### config.mk
export PLATFORM = sky130hd
export DESIGN_NAME = bcd_conv_arbiter
export DESIGN_NICKNAME = d
export VERILOG_FILES = /design/src/rtl/bcd_conv_arbiter_pkg.sv /design/src/rtl/bcd_conv_arbiter_rr_pick.sv /design/src/rtl/bcd_conv_arbiter.sv
export SDC_FILE = /design/constraint.sdc
export NUM_CORES = 1
export LEC_CHECK = 0
export CAP_MARGIN = 5
export CORE_ASPECT_RATIO = 1.75
export CORE_MARGIN = 1
export CORE_UTILIZATION = 35
export CTS_BUF_LIST = sky130_fd_sc_hd__clkbuf_2 sky130_fd_sc_hd__clkbuf_4 sky130_fd_sc_hd__clkbuf_8
export DETAILED_ROUTE_END_ITERATION = 10
export PLACE_DENSITY = 0.75
export SYNTH_ARGS = -nofsm -noshare
export SYNTH_HDL_FRONTEND = slang
export SYNTH_HIERARCHICAL = 1
export SYNTH_SLANG_ARGS = --single-unit
### constraint.sdc
create_clock -name clk -period 4.2 [get_ports clk]
set_input_delay 0.84 -clock clk [delete_from_list [all_inputs] [get_ports clk]]
set_output_delay 0.84 -clock clk [all_outputs]
set_load 0.005 [all_outputs]
### src/rtl/bcd_conv_arbiter_pkg.sv
// Shared definitions for the BCD converter arbiter: FSM encoding,
// BCD digit geometry and requester index width.
package bcd_conv_arbiter_pkg;

    typedef enum logic [1:0] {
        ST_IDLE = 2'd0,
        ST_CONV = 2'd1,
        ST_RESP = 2'd2
    } state_t;

    localparam int DIGIT_W   = 4;
    localparam int DIGIT_MAX = 9;
    localparam int REQ_ID_W  = 3;
    // Wide enough for CONV_LAT up to 7
    localparam int CNT_W     = 3;

endpackage

### src/rtl/bcd_conv_arbiter_rr_pick.sv
// Combinational round-robin picker: first valid requester at or above the
// pointer, wrapping modulo N. Returns a one-hot grant and its index.
module bcd_conv_arbiter_rr_pick #(
    parameter int N     = 4,
    parameter int IDX_W = 3
) (
    input  logic [N-1:0]     i_valid,
    input  logic [IDX_W-1:0] i_ptr,
    output logic [N-1:0]     o_grant,
    output logic [IDX_W-1:0] o_grant_idx,
    output logic             o_any
);

    logic [N-1:0]     w_rot;
    logic [IDX_W-1:0] w_idx;

    // Rotate the valid vector so bit k is the requester k places past the pointer
    always_comb begin
        w_rot = '0;
        for (int p = 0; p < N; p++) begin
            if (i_ptr == IDX_W'(p)) begin
                for (int k = 0; k < N; k++) begin
                    w_rot[k] = i_valid[(p + k) % N];
                end
            end
        end
    end

    // Lowest rotated offset wins; map it back to an absolute requester index
    always_comb begin
        w_idx = '0;
        for (int k = N - 1; k >= 0; k--) begin
            if (w_rot[k]) begin
                if (int'(i_ptr) + k >= N) begin
                    w_idx = IDX_W'(int'(i_ptr) + k - N);
                end else begin
                    w_idx = IDX_W'(int'(i_ptr) + k);
                end
            end
        end
    end

    assign o_any       = |i_valid;
    assign o_grant_idx = w_idx;

    generate
        for (genvar gi = 0; gi < N; gi++) begin : g_grant
            assign o_grant[gi] = o_any && (w_idx == IDX_W'(gi));
        end
    endgenerate

endmodule

### src/rtl/bcd_conv_arbiter.sv
// Sequences one shared external binary-to-BCD converter among NUM_REQ
// clients: round-robin accept, hold the operand for CONV_LAT cycles,
// sample the result, then pulse a one-cycle response to the owner.
module bcd_conv_arbiter #(
    parameter int NUM_REQ  = 4,
    parameter int BIN_W    = 8,
    parameter int BCD_W    = 12,
    parameter int CONV_LAT = 1
) (
    input  logic                     clk,
    input  logic                     rst,
    input  logic [NUM_REQ-1:0]       req_valid,
    input  logic [NUM_REQ*BIN_W-1:0] req_bin,
    output logic [NUM_REQ-1:0]       req_ready,
    output logic [NUM_REQ-1:0]       rsp_valid,
    output logic [BCD_W-1:0]         rsp_bcd,
    output logic [2:0]               rsp_id,
    output logic                     rsp_err,
    output logic [BIN_W-1:0]         conv_bin,
    input  logic [BCD_W-1:0]         conv_bcd,
    output logic                     busy
);

    import bcd_conv_arbiter_pkg::*;

    localparam int NUM_DIGITS = BCD_W / DIGIT_W;

    generate
        if (NUM_REQ < 2 || NUM_REQ > 8 || CONV_LAT < 1 || CONV_LAT > 7 ||
            BCD_W != NUM_DIGITS * DIGIT_W) begin : g_cfg_check
            $error("bcd_conv_arbiter: NUM_REQ must be 2..8, CONV_LAT 1..7, BCD_W a multiple of 4");
        end
    endgenerate

    state_t                r_state;
    state_t                w_state_next;
    logic [REQ_ID_W-1:0]   r_ptr;
    logic [REQ_ID_W-1:0]   r_owner;
    logic [REQ_ID_W-1:0]   r_rsp_id;
    logic [CNT_W-1:0]      r_cnt;
    logic [BIN_W-1:0]      r_conv_bin;
    logic [BCD_W-1:0]      r_rsp_bcd;
    logic                  r_rsp_err;

    logic [NUM_REQ-1:0]    w_grant;
    logic [REQ_ID_W-1:0]   w_grant_idx;
    logic                  w_any;
    logic [REQ_ID_W-1:0]   w_ptr_next;
    logic [BIN_W-1:0]      w_sel_bin;
    logic                  w_conv_last;
    logic [NUM_DIGITS-1:0] w_digit_bad;
    logic                  w_bcd_err;

    bcd_conv_arbiter_rr_pick #(
        .N     (NUM_REQ),
        .IDX_W (REQ_ID_W)
    ) u_rr_pick (
        .i_valid     (req_valid),
        .i_ptr       (r_ptr),
        .o_grant     (w_grant),
        .o_grant_idx (w_grant_idx),
        .o_any       (w_any)
    );

    // Operand of the granted requester (grant is one-hot, so OR-merge)
    always_comb begin
        w_sel_bin = '0;
        for (int i = 0; i < NUM_REQ; i++) begin
            if (w_grant[i]) begin
                w_sel_bin = w_sel_bin | req_bin[i*BIN_W +: BIN_W];
            end
        end
    end

    // Any nibble above 9 marks the converter sample as invalid BCD
    generate
        for (genvar gi = 0; gi < NUM_DIGITS; gi++) begin : g_digit_chk
            assign w_digit_bad[gi] = conv_bcd[gi*DIGIT_W +: DIGIT_W] > DIGIT_W'(DIGIT_MAX);
        end
    endgenerate

    assign w_bcd_err   = |w_digit_bad;
    assign w_conv_last = (r_cnt == CNT_W'(CONV_LAT - 1));
    assign w_ptr_next  = (w_grant_idx == REQ_ID_W'(NUM_REQ - 1)) ? '0 : w_grant_idx + 1'b1;

    // State register
    always_ff @(posedge clk) begin
        if (rst) begin
            r_state <= ST_IDLE;
        end else begin
            r_state <= w_state_next;
        end
    end

    // Next-state logic
    always_comb begin
        w_state_next = r_state;
        case (r_state)
            ST_IDLE: if (w_any) w_state_next = ST_CONV;
            ST_CONV: if (w_conv_last) w_state_next = ST_RESP;
            ST_RESP: w_state_next = ST_IDLE;
            default: w_state_next = ST_IDLE;
        endcase
    end

    // FSM outputs: accept pulse in IDLE, response pulse to the owner in RESP
    always_comb begin
        req_ready = '0;
        rsp_valid = '0;
        busy      = (r_state != ST_IDLE);
        if (r_state == ST_IDLE && !rst) begin
            req_ready = w_grant;
        end
        for (int i = 0; i < NUM_REQ; i++) begin
            rsp_valid[i] = (r_state == ST_RESP) && (r_rsp_id == REQ_ID_W'(i));
        end
    end

    // Datapath: latch operand/owner on accept, count latency, capture result
    always_ff @(posedge clk) begin
        if (rst) begin
            r_ptr      <= '0;
            r_owner    <= '0;
            r_rsp_id   <= '0;
            r_cnt      <= '0;
            r_conv_bin <= '0;
            r_rsp_bcd  <= '0;
            r_rsp_err  <= 1'b0;
        end else begin
            case (r_state)
                ST_IDLE: begin
                    if (w_any) begin
                        r_conv_bin <= w_sel_bin;
                        r_owner    <= w_grant_idx;
                        r_ptr      <= w_ptr_next;
                        r_cnt      <= '0;
                    end
                end
                ST_CONV: begin
                    if (w_conv_last) begin
                        r_rsp_bcd <= conv_bcd;
                        r_rsp_err <= w_bcd_err;
                        r_rsp_id  <= r_owner;
                    end else begin
                        r_cnt <= r_cnt + 1'b1;
                    end
                end
                default: ;
            endcase
        end
    end

    assign conv_bin = r_conv_bin;
    assign rsp_bcd  = r_rsp_bcd;
    assign rsp_id   = r_rsp_id;
    assign rsp_err  = r_rsp_err;

endmodule

==> results.cfg, run 1 <==
[status]
run_status = finished, final reports clean

[grt]
track_usage_pct = 18.8
grt_pass1_wl_um = 8750
grt_max_degree = 36
grt_antenna_before_repair = 0
grt_overflow = 0
grt_pass1_vias = 1992

[synth]
async_flop_share_pct = 0
ys_top_cells_by_area = sky130_fd_sc_hd__dfxtp_1, sky130_fd_sc_hd__nand2_1, sky130_fd_sc_hd__a21oi_1
most_common_cell_in_the_netlist = sky130_fd_sc_hd__nand2_1
netlist-cell-type-count = 52
number_of_enable_flip_flop_cells_after_synthesis = 0
yosysSeqAreaShare_pct = 34.4
synth_cells = 250
syn_nets = 309
synth_flop_cell = sky130_fd_sc_hd__dfxtp_1
synth.ff_latch_count = 35
synth_largest_type_area_fraction_pct = 34.4
synth.avg_cell_area_sq_um = 8.16
synth_top_cells_by_count = sky130_fd_sc_hd__nand2_1, sky130_fd_sc_hd__dfxtp_1, sky130_fd_sc_hd__a21oi_1
synth_area_leader_cell = sky130_fd_sc_hd__dfxtp_1
synth_area_sq_um = 2040
yosysWarningCount = 6

[cts]
clock_tree.buffer_depth = 2
cts_hold_repair_buffers = 0
cts_buffers = 5
cts.root.buffer_cell = sky130_fd_sc_hd__clkbuf_8
htree_num_levels = 2
tritoncts = yes
clkLatencyLatePin_ns = 0.29
cts_num_sinks = 35
clkTransAtPathRegs_ns = 0.07

[finish]
flow.area_growth_from_synthesis_pct = 52.0
final_layout_size_suffix_gt1_share_pct = 13.3
instances_no_fill = 407
antenna_cells = 0
layout.core_utilization_pct = 55.5
fin_nets = 389

[die]
die_area_sq_um = 6150
floorplan.initialDensity_pct = 36.5
rows = 36
width_of_the_chip_um = 59.7
ios = 83
core_area_sq_um = 5590
vertical_die_dimension_um = 103

[sta]
hold_violations = 0
timing.final.crit_period_ns = 4.12
worst-slew-pin-transition_ns = 0.924
finalSetupViolations = 0
post-route-worst-setup-slack_ns = 0.0793
fin_crit_sh_pct = 98.1
maxSlewHeadroom_pct = 38.1
achievable-frequency_mhz = 243
final-max-slew-violation-count = 0
final.setup_skew_ns = 0.00302

[routing]
met2RoutedLength_um = 3140
drc = 0
postRouteWirelength_um = 5800
avgRoutedWirePerCell_um = 14.2
top_signal_layer_used = met4
wl_met1_um = 2190
avgViaCountPerCell = 5.27
drt_pass1_iterations = 4
route.antenna.remaining_nets = 0
first_iter_violations = 76
vias = 2143
routed-wl-met3_um = 257

[placement]
globalplace.congestion = 0.883
dp_cells = 399
dp.final_hpwl_um = 4260
placement.io_buffers = 82
place_worst_setup_slack_ns = 0.0660

[setup_path]
cp.required_ns = 3.36
critical_path_peak_fanout = 5
crit_path_max_incr_delay_ns = 0.73
cp_arrival_ns = 3.28
crit_buf_inv = 3
timing_worst_setup_path_type = in -> out
worstPathCellList = clkdlybuf4s50_1 > buf_4 > or4_2 > a31oi_4 > and3b_1 > and2_1 > clkdlybuf4s50_1
cp-end-kind = primary output
crit_path_frequent_cell = sky130_fd_sc_hd__clkdlybuf4s50_1
cp-start-kind = input port
worst_path_dominant_cell_family = simple AND/OR/NAND/NOR gates
critPathSlowestCell = sky130_fd_sc_hd__or4_2

[hold_path]
hold_class = reg -> reg

[power]
irDropWorstVdd_mv = 0.241
cellPowerDensity_nw_per_um2 = 643
cellLeakagePower_nw = 1.13

[run]
max_cap_viol_count = 0
## placed cells by master (no fill, tap or decap), drive strengths merged, types with 2 or more instances in the layout
| cell type | n |
|---|---|
| nor2 | 16 |
| a211oi | 10 |
| a21oi | 31 |
| o211ai | 3 |
| inv | 10 |
| buf | 7 |
| and2 | 7 |
| dfxtp | 35 |
| nor3b | 3 |
| clkdlybuf4s50 | 81 |
| and3b | 5 |
| nand3 | 4 |
| o21ai | 8 |
| nor4bb | 2 |
| ha | 9 |
| clkbuf | 8 |
| a21o | 3 |
| a221oi | 8 |
| a31oi | 3 |
| a22oi | 8 |
| or4 | 2 |
| nand2b | 3 |
| nor3 | 3 |
| nor2b | 2 |
| nand2 | 46 |
## metal layers
metal | track usage (%) | up-vias
met2 | 32.6 | 58
met5 | 0 | -
met1 | 20.0 | 1018
li1 | - | 1052
met3 | 5.02 | 15
met4 | 10.7 | 0
## final timing paths
kind | from | endpoint | slack [ns] | cells past startpoint
worst max register to register | r_ptr[1]$_SDFFE_PP0P_ | conv_bin[5]$_SDFFE_PP0P_ | 1.32 | 11
worst min-delay path | rsp_bcd[3]$_SDFFE_PP0P_ | rsp_bcd[3]$_SDFFE_PP0P_ | 0.45 | 2
worst max-delay path | req_valid[1] | req_ready[3] | 0.08 | 7
worst min register to register | rsp_bcd[3]$_SDFFE_PP0P_ | rsp_bcd[3]$_SDFFE_PP0P_ | 0.45 | 2
## sequential cells by signal, summed over array words and instances (netlist names)
| signal | cells |
|---|---|
| rsp_err | 1 |
| r_cnt | 3 |
| rsp_bcd | 12 |
| conv_bin | 8 |
| rsp_id | 3 |
| r_ptr | 3 |
| r_owner | 3 |
| r_state | 2 |
## cell families after synthesis
logic type               Yosys count  share of synthesized area, %
adder cells (fa/ha/maj)            9                          5.52
AO/OA/AOI/OAI                     80                          28.0
flip-flops                        35                          34.4
AND/OR/NAND/NOR                  100                          26.2
buffers and inverters             26                          5.95
## worst register-to-register path, stage by stage, from the launching register on
cell and delay, ns:
sky130_fd_sc_hd__dfxtp_1 0.36, sky130_fd_sc_hd__inv_1 0.20, sky130_fd_sc_hd__ha_2 0.31, sky130_fd_sc_hd__and3b_1 0.21
sky130_fd_sc_hd__o311a_4 0.36, sky130_fd_sc_hd__a21o_1 0.21, sky130_fd_sc_hd__o21ai_2 0.18, sky130_fd_sc_hd__o2bb2ai_4 0.18
sky130_fd_sc_hd__nor3b_2 0.22, sky130_fd_sc_hd__buf_4 0.20, sky130_fd_sc_hd__a221oi_1 0.09, sky130_fd_sc_hd__a211oi_1 0.27
## layout make-up
class	count	area, sq um
Multi-Input combinational cell	189	1290
Fill cell	534	2480
Clock buffer	8	104
Inverter	10	37.5
Sequential cell	35	702
Tap cell	76	95.1
Timing Repair Buffer	89	876
## power by group
group          internal (mW)  switching (mW)
sequential             0.406          0.0531
combinational          0.615           0.640
clock                  0.156           0.124
## metrics by stage
step	area, sq um	setup TNS, ns	total power, mW	hold WS (ns)
finish	3100	0	1.99	0.453
global route	3100	-0.0863	2.14	0.475
CTS	3030	0	1.90	0.457
detailed placement	2930	0	1.62	0.448
global placement	2930	0	1.60	0.441
floorplan	2040	0	1.21	0.432
## what timing repair did
action / CTS / global route
buffers inserted: 0 / 0
gates resized for setup: 0 / 12
endpoints found under the setup margin: 0 / 4
Power figures use the tool's default switching activity.
==> inputs of run 2 (changes only) <==
--- a/config.mk
+++ b/config.mk
@@ -7,7 +7,7 @@
 export LEC_CHECK = 0
 export CAP_MARGIN = 5
 export CORE_ASPECT_RATIO = 1.75
-export CORE_MARGIN = 1
+export CORE_MARGIN = 4
 export CORE_UTILIZATION = 35
 export CTS_BUF_LIST = sky130_fd_sc_hd__clkbuf_2 sky130_fd_sc_hd__clkbuf_4 sky130_fd_sc_hd__clkbuf_8
 export DETAILED_ROUTE_END_ITERATION = 10
==> results.cfg, run 2 (synthesized netlist as in run 1, its figures left out) <==
[power]
cellPowerDensity_nw_per_um2 = 658
p_switching_uw = 788
p_int_mw = 1.26
power_frac_seq_pct = 22.3
switching_share_pct = 38.4
p_comb_share_pct = 59.8
irDropWorstVdd_mv = 0.335
p_clk_share_pct = 18.0
cellLeakagePower_nw = 1.14

[finish]
layout_common_cells = sky130_fd_sc_hd__clkdlybuf4s50_1, sky130_fd_sc_hd__nand2_1, sky130_fd_sc_hd__dfxtp_1
flow.area_growth_from_synthesis_pct = 52.9
regArea_sq_um = 701
fin_nets = 392
largest_register_ffs = 12
mostFrequentLayoutCell = sky130_fd_sc_hd__clkdlybuf4s50_1
multi_input_comb_area_sq_um = 1250
antenna_cells = 0
fillers = 523
final_layout_size_suffix_gt1_share_pct = 13.2
finish.instance_area_sq_um = 3120

[setup_path]
timing_worst_setup_path_type = in -> out
crit_path_frequent_cell = sky130_fd_sc_hd__clkdlybuf4s50_1
cp-start-kind = input port
cp.required_ns = 3.36
worstPathCellList = clkdlybuf4s50_1 > and2_2 > o311a_4 > a21o_1 > a31oi_2 > o21ai_4 > nor3b_2 > and2_1 > clkdlybuf4s50_1
cp-end-kind = primary output
critical_path_peak_fanout = 6
cp_arrival_ns = 3.25
critPathSlowestCell = sky130_fd_sc_hd__clkdlybuf4s50_1
crit_path_max_incr_delay_ns = 0.52

[cts]
cts_num_sinks = 35
clkLatencyLatePin_ns = 0.29
clkTransAtPathRegs_ns = 0.08
tritoncts = yes
htree_num_levels = 2
cts_buffers = 5
cts_hold_repair_buffers = 0
cts.root.buffer_cell = sky130_fd_sc_hd__clkbuf_8
clock_tree.buffer_depth = 2

[die]
floorplan.initialDensity_pct = 36.2
width_of_the_chip_um = 65.7
core_area_sq_um = 5630
ios = 83
die_area_sq_um = 7160
rows = 36
vertical_die_dimension_um = 109

[grt]
grt_pass1_wl_um = 9600
track_usage_pct = 17.0
grt_overflow = 0
grt_antenna_before_repair = 0
grt_max_degree = 36
grt_pass1_vias = 2103

[hold_path]
hold_class = reg -> reg

[routing]
met2RoutedLength_um = 3210
routed-wl-met3_um = 272
route.antenna.remaining_nets = 0
drc = 0
first_iter_violations = 118
top_signal_layer_used = met4
drt_pass1_iterations = 4
vias = 2089
wl_met1_um = 2180
avgRoutedWirePerCell_um = 14.3
avgViaCountPerCell = 5.10
postRouteWirelength_um = 5850

[placement]
placement.io_buffers = 82
place_worst_setup_slack_ns = 0.0189
globalplace.congestion = 0.841
dpl_cell_area_sq_um = 2950
dp.final_hpwl_um = 4450

[sta]
hold_violations = 0
final.hold.worst_slack_ns = 0.454
timing.final.crit_period_ns = 4.09
final-max-slew-violation-count = 0
finalSetupViolations = 0
post-route-worst-setup-slack_ns = 0.108
fin_crit_sh_pct = 97.4
final.setup_skew_ns = 0.00918
achievable-frequency_mhz = 244
final_setup_tns_ns = 0
maxSlewHeadroom_pct = 38.4
worst-slew-pin-transition_ns = 0.920

[status]
run_status = finished, final reports clean

[run]
max_cap_viol_count = 0
run 2: changes by cell type in the layout (fill, tap and decap cells not counted), moves of 2 or more:
cell / change
sky130_fd_sc_hd__a21oi_2: -2
sky130_fd_sc_hd__clkbuf_8: -2
sky130_fd_sc_hd__bufinv_16: +2
sky130_fd_sc_hd__buf_4: +3
sky130_fd_sc_hd__a21oi_1: +2
run 2: through the flow:
stage	std cells	util (%)	power (mW)
global route	410	55.4	2.23
finish	410	55.4	2.05
floorplan	250	-	1.21
detailed placement	401	52.3	1.63
CTS	409	54.7	2.01
global placement	401	52.3	1.61
run 2: power groups by stage:
stage          Combinational (mW)  Clock [mW]  Sequential, mW
6_report                     1.23       0.369           0.457
5_1_grt                      1.37       0.390           0.469
4_1_cts                      1.17       0.378           0.457
3_5_place_dp                 1.17           0           0.464
3_3_place_gp                 1.15           0           0.462
2_1_floorplan               0.750           0           0.460
run 2: per-layer routing:
layer,track usage (%),vias up
li1,-,1059
met2,30.2,48
met3,4.02,14
met5,0,-
met1,18.2,968
met4,8.75,0
run 2: worst paths after layout:
kind / to / cells past startpoint / start / slack (ns)
worst max-delay path: req_ready[1] / 9 / req_valid[2] / 0.11
worst min-delay path: rsp_bcd[9]$_SDFFE_PP0P_ / 2 / rsp_bcd[9]$_SDFFE_PP0P_ / 0.45
worst max register to register: conv_bin[2]$_SDFFE_PP0P_ / 12 / r_ptr[0]$_SDFFE_PP0P_ / 1.27
worst min register to register: rsp_bcd[9]$_SDFFE_PP0P_ / 2 / rsp_bcd[9]$_SDFFE_PP0P_ / 0.45
run 2: worst max-delay path: cells and delay by family:
family	cells	cell delay [ns]
AO/OA/AOI/OAI	4	0.87
buffers and inverters	2	0.99
AND/OR/NAND/NOR	3	0.54
run 2: final cells by class:
class                      count  area share [%]
sequential                    35            22.5
inverter                      10            1.20
multi-input combinational    189            40.2
tap                           76            3.05
clock buffer                   5            2.21
timing repair buffer          92            28.7
clock inverter                 3            2.17
run 2: repair_timing:
item                       in CTS  in global routing
setup buffers                   0                  1
setup endpoints to repair       0                  4
resized for setup               0                  6
==> inputs of run 3 (changes only) <==
--- a/config.mk
+++ b/config.mk
@@ -12,6 +12,7 @@
 export CTS_BUF_LIST = sky130_fd_sc_hd__clkbuf_2 sky130_fd_sc_hd__clkbuf_4 sky130_fd_sc_hd__clkbuf_8
 export DETAILED_ROUTE_END_ITERATION = 10
 export PLACE_DENSITY = 0.75
+export SETUP_SLACK_MARGIN = 0.05
 export SYNTH_ARGS = -nofsm -noshare
 export SYNTH_HDL_FRONTEND = slang
 export SYNTH_HIERARCHICAL = 1
==> results.cfg, run 3 (synthesized netlist as in run 1, its figures left out) <==
[status]
run_status = finished, final reports clean

[setup_path]
cp-end-kind = primary output
critPathSlowestCell = sky130_fd_sc_hd__clkdlybuf4s50_1
worst_path_dominant_cell_family = buffers and inverters
crit_buf_inv = 2
crit_path_max_incr_delay_ns = 0.52
cp-start-kind = input port
crit_path_frequent_cell = sky130_fd_sc_hd__clkdlybuf4s50_1
timing_worst_setup_path_type = in -> out
cp_arrival_ns = 3.25
critical_path_peak_fanout = 5
cp.required_ns = 3.36
worstPathCellList = clkdlybuf4s50_1 > and3b_1 > o311a_4 > a21o_4 > o21ai_4 > o2bb2ai_4 > nor3b_2 > and2_1 > clkdlybuf4s50_1

[routing]
met2RoutedLength_um = 3290
routed-wl-met3_um = 281
top_signal_layer_used = met4
postRouteWirelength_um = 6040
wl_met1_um = 2290
drt_pass1_iterations = 4
vias = 2129
route.antenna.remaining_nets = 0
avgViaCountPerCell = 5.19
avgRoutedWirePerCell_um = 14.7
drc = 0
first_iter_violations = 124

[cts]
htree_num_levels = 2
cts.root.buffer_cell = sky130_fd_sc_hd__clkbuf_8
clkLatencyLatePin_ns = 0.30
clkTransAtPathRegs_ns = 0.08
cts_buffers = 5
clock_tree.buffer_depth = 2
cts_num_sinks = 35
tritoncts = yes
cts_hold_repair_buffers = 0

[power]
power_frac_seq_pct = 21.4
cellPowerDensity_nw_per_um2 = 677
irDropWorstVdd_mv = 0.337
report.power.total_mw = 2.15
p_int_mw = 1.31
p_clk_share_pct = 17.2
switching_share_pct = 39.3
cellLeakagePower_nw = 1.17
p_comb_share_pct = 61.5
p_switching_uw = 847

[placement]
dp.final_hpwl_um = 4450
placement.io_buffers = 82
dpl_cell_area_sq_um = 2950
place_worst_setup_slack_ns = 0.0189
globalplace.congestion = 0.841

[sta]
timing.final.crit_period_ns = 4.09
hold_violations = 0
finalSetupViolations = 0
final-max-slew-violation-count = 0
final.setup_skew_ns = 0.00918
achievable-frequency_mhz = 244
maxSlewHeadroom_pct = 38.8
grt_setup_unrepaired = yes
post-route-worst-setup-slack_ns = 0.110
final_setup_tns_ns = 0
worst-slew-pin-transition_ns = 0.915
fin_crit_sh_pct = 97.4

[die]
rows = 36
vertical_die_dimension_um = 109
ios = 83
floorplan.initialDensity_pct = 36.2
width_of_the_chip_um = 65.7
die_area_sq_um = 7160
core_area_sq_um = 5630

[finish]
fillers = 512
mostFrequentLayoutCell = sky130_fd_sc_hd__clkdlybuf4s50_1
finish.instance_area_sq_um = 3180
layout_common_cells = sky130_fd_sc_hd__clkdlybuf4s50_1, sky130_fd_sc_hd__nand2_1, sky130_fd_sc_hd__dfxtp_1
final_layout_size_suffix_gt1_share_pct = 14.4
antenna_cells = 0
largest_register_ffs = 12
fin_nets = 392
flow.area_growth_from_synthesis_pct = 56.0

[grt]
grt_pass1_wl_um = 9600
grt_max_degree = 36
grt_pass1_vias = 2103
track_usage_pct = 17.0
grt_antenna_before_repair = 0
grt_overflow = 0

[hold_path]
hold_class = reg -> reg

[run]
max_cap_viol_count = 0
## run 3: cell count changes in the layout (fill, tap and decap cells not counted), moves of 2 or more
| cell | before | now |
|---|---|---|
| sky130_fd_sc_hd__a21oi_2 | 2 | 4 |
| sky130_fd_sc_hd__clkdlybuf4s50_1 | 82 | 80 |
| sky130_fd_sc_hd__dlymetal6s2s_1 | 0 | 2 |
| sky130_fd_sc_hd__a21oi_1 | 29 | 27 |
## run 3: path summary, 6_finish.rpt
path | startpoint | end | slack [ns] | depth (start not counted)
setup / recovery | req_valid[1] | req_ready[1] | 0.11 | 9
hold reg to reg | rsp_bcd[9]$_SDFFE_PP0P_ | rsp_bcd[9]$_SDFFE_PP0P_ | 0.45 | 2
setup reg to reg | r_ptr[1]$_SDFFE_PP0P_ | conv_bin[2]$_SDFFE_PP0P_ | 1.24 | 12
hold / removal | rsp_bcd[9]$_SDFFE_PP0P_ | rsp_bcd[9]$_SDFFE_PP0P_ | 0.45 | 2
## run 3: worst min-delay path, stage by stage (launching register included)
cell and delay [ns]:
sky130_fd_sc_hd__dfxtp_1 0.31, sky130_fd_sc_hd__nand2_1 0.05, sky130_fd_sc_hd__a21oi_1 0.05
## run 3: power groups by stage
| stage | registers, mW | clock network (mW) | logic (mW) |
|---|---|---|---|
| after floorplan | 0.460 | 0 | 0.750 |
| after global placement | 0.462 | 0 | 1.15 |
| after detailed placement | 0.464 | 0 | 1.17 |
| after CTS | 0.457 | 0.378 | 1.17 |
| after global routing | 0.472 | 0.390 | 1.46 |
| final | 0.460 | 0.370 | 1.32 |
## run 3: routing by layer
layer / up-vias / global-route usage [%]
met2: 51 / 30.2
met4: 0 / 8.75
li1: 1060 / -
met1: 1004 / 18.2
met5: - / 0
met3: 14 / 4.02
## run 3: metrics by stage
step | util [%] | hold WS, ns | instances
after global placement | 52.3 | 0.443 | 401
after CTS | 54.8 | 0.457 | 409
after floorplan | - | 0.432 | 250
after detailed placement | 52.3 | 0.446 | 401
after global routing | 56.5 | 0.484 | 410
final | 56.5 | 0.454 | 410
## run 3: cell type report
class                      instances  area, sq um  share of cell area (%)
sequential                        35          702                    22.1
tap                               76         95.1                    2.99
inverter                          10         37.5                    1.18
clock buffer                       5         68.8                    2.16
clock inverter                     3         67.6                    2.12
multi-input combinational        189         1310                    41.2
timing repair buffer              92          901                    28.3
## run 3: timing repair
| action | 4_1_cts | 5_1_grt |
|---|---|---|
| setup endpoints to repair | 3 | 4 |
| setup buffers | 0 | 1 |
| gates resized for setup | 1 | 15 |
| pin swaps | 0 | 5 |
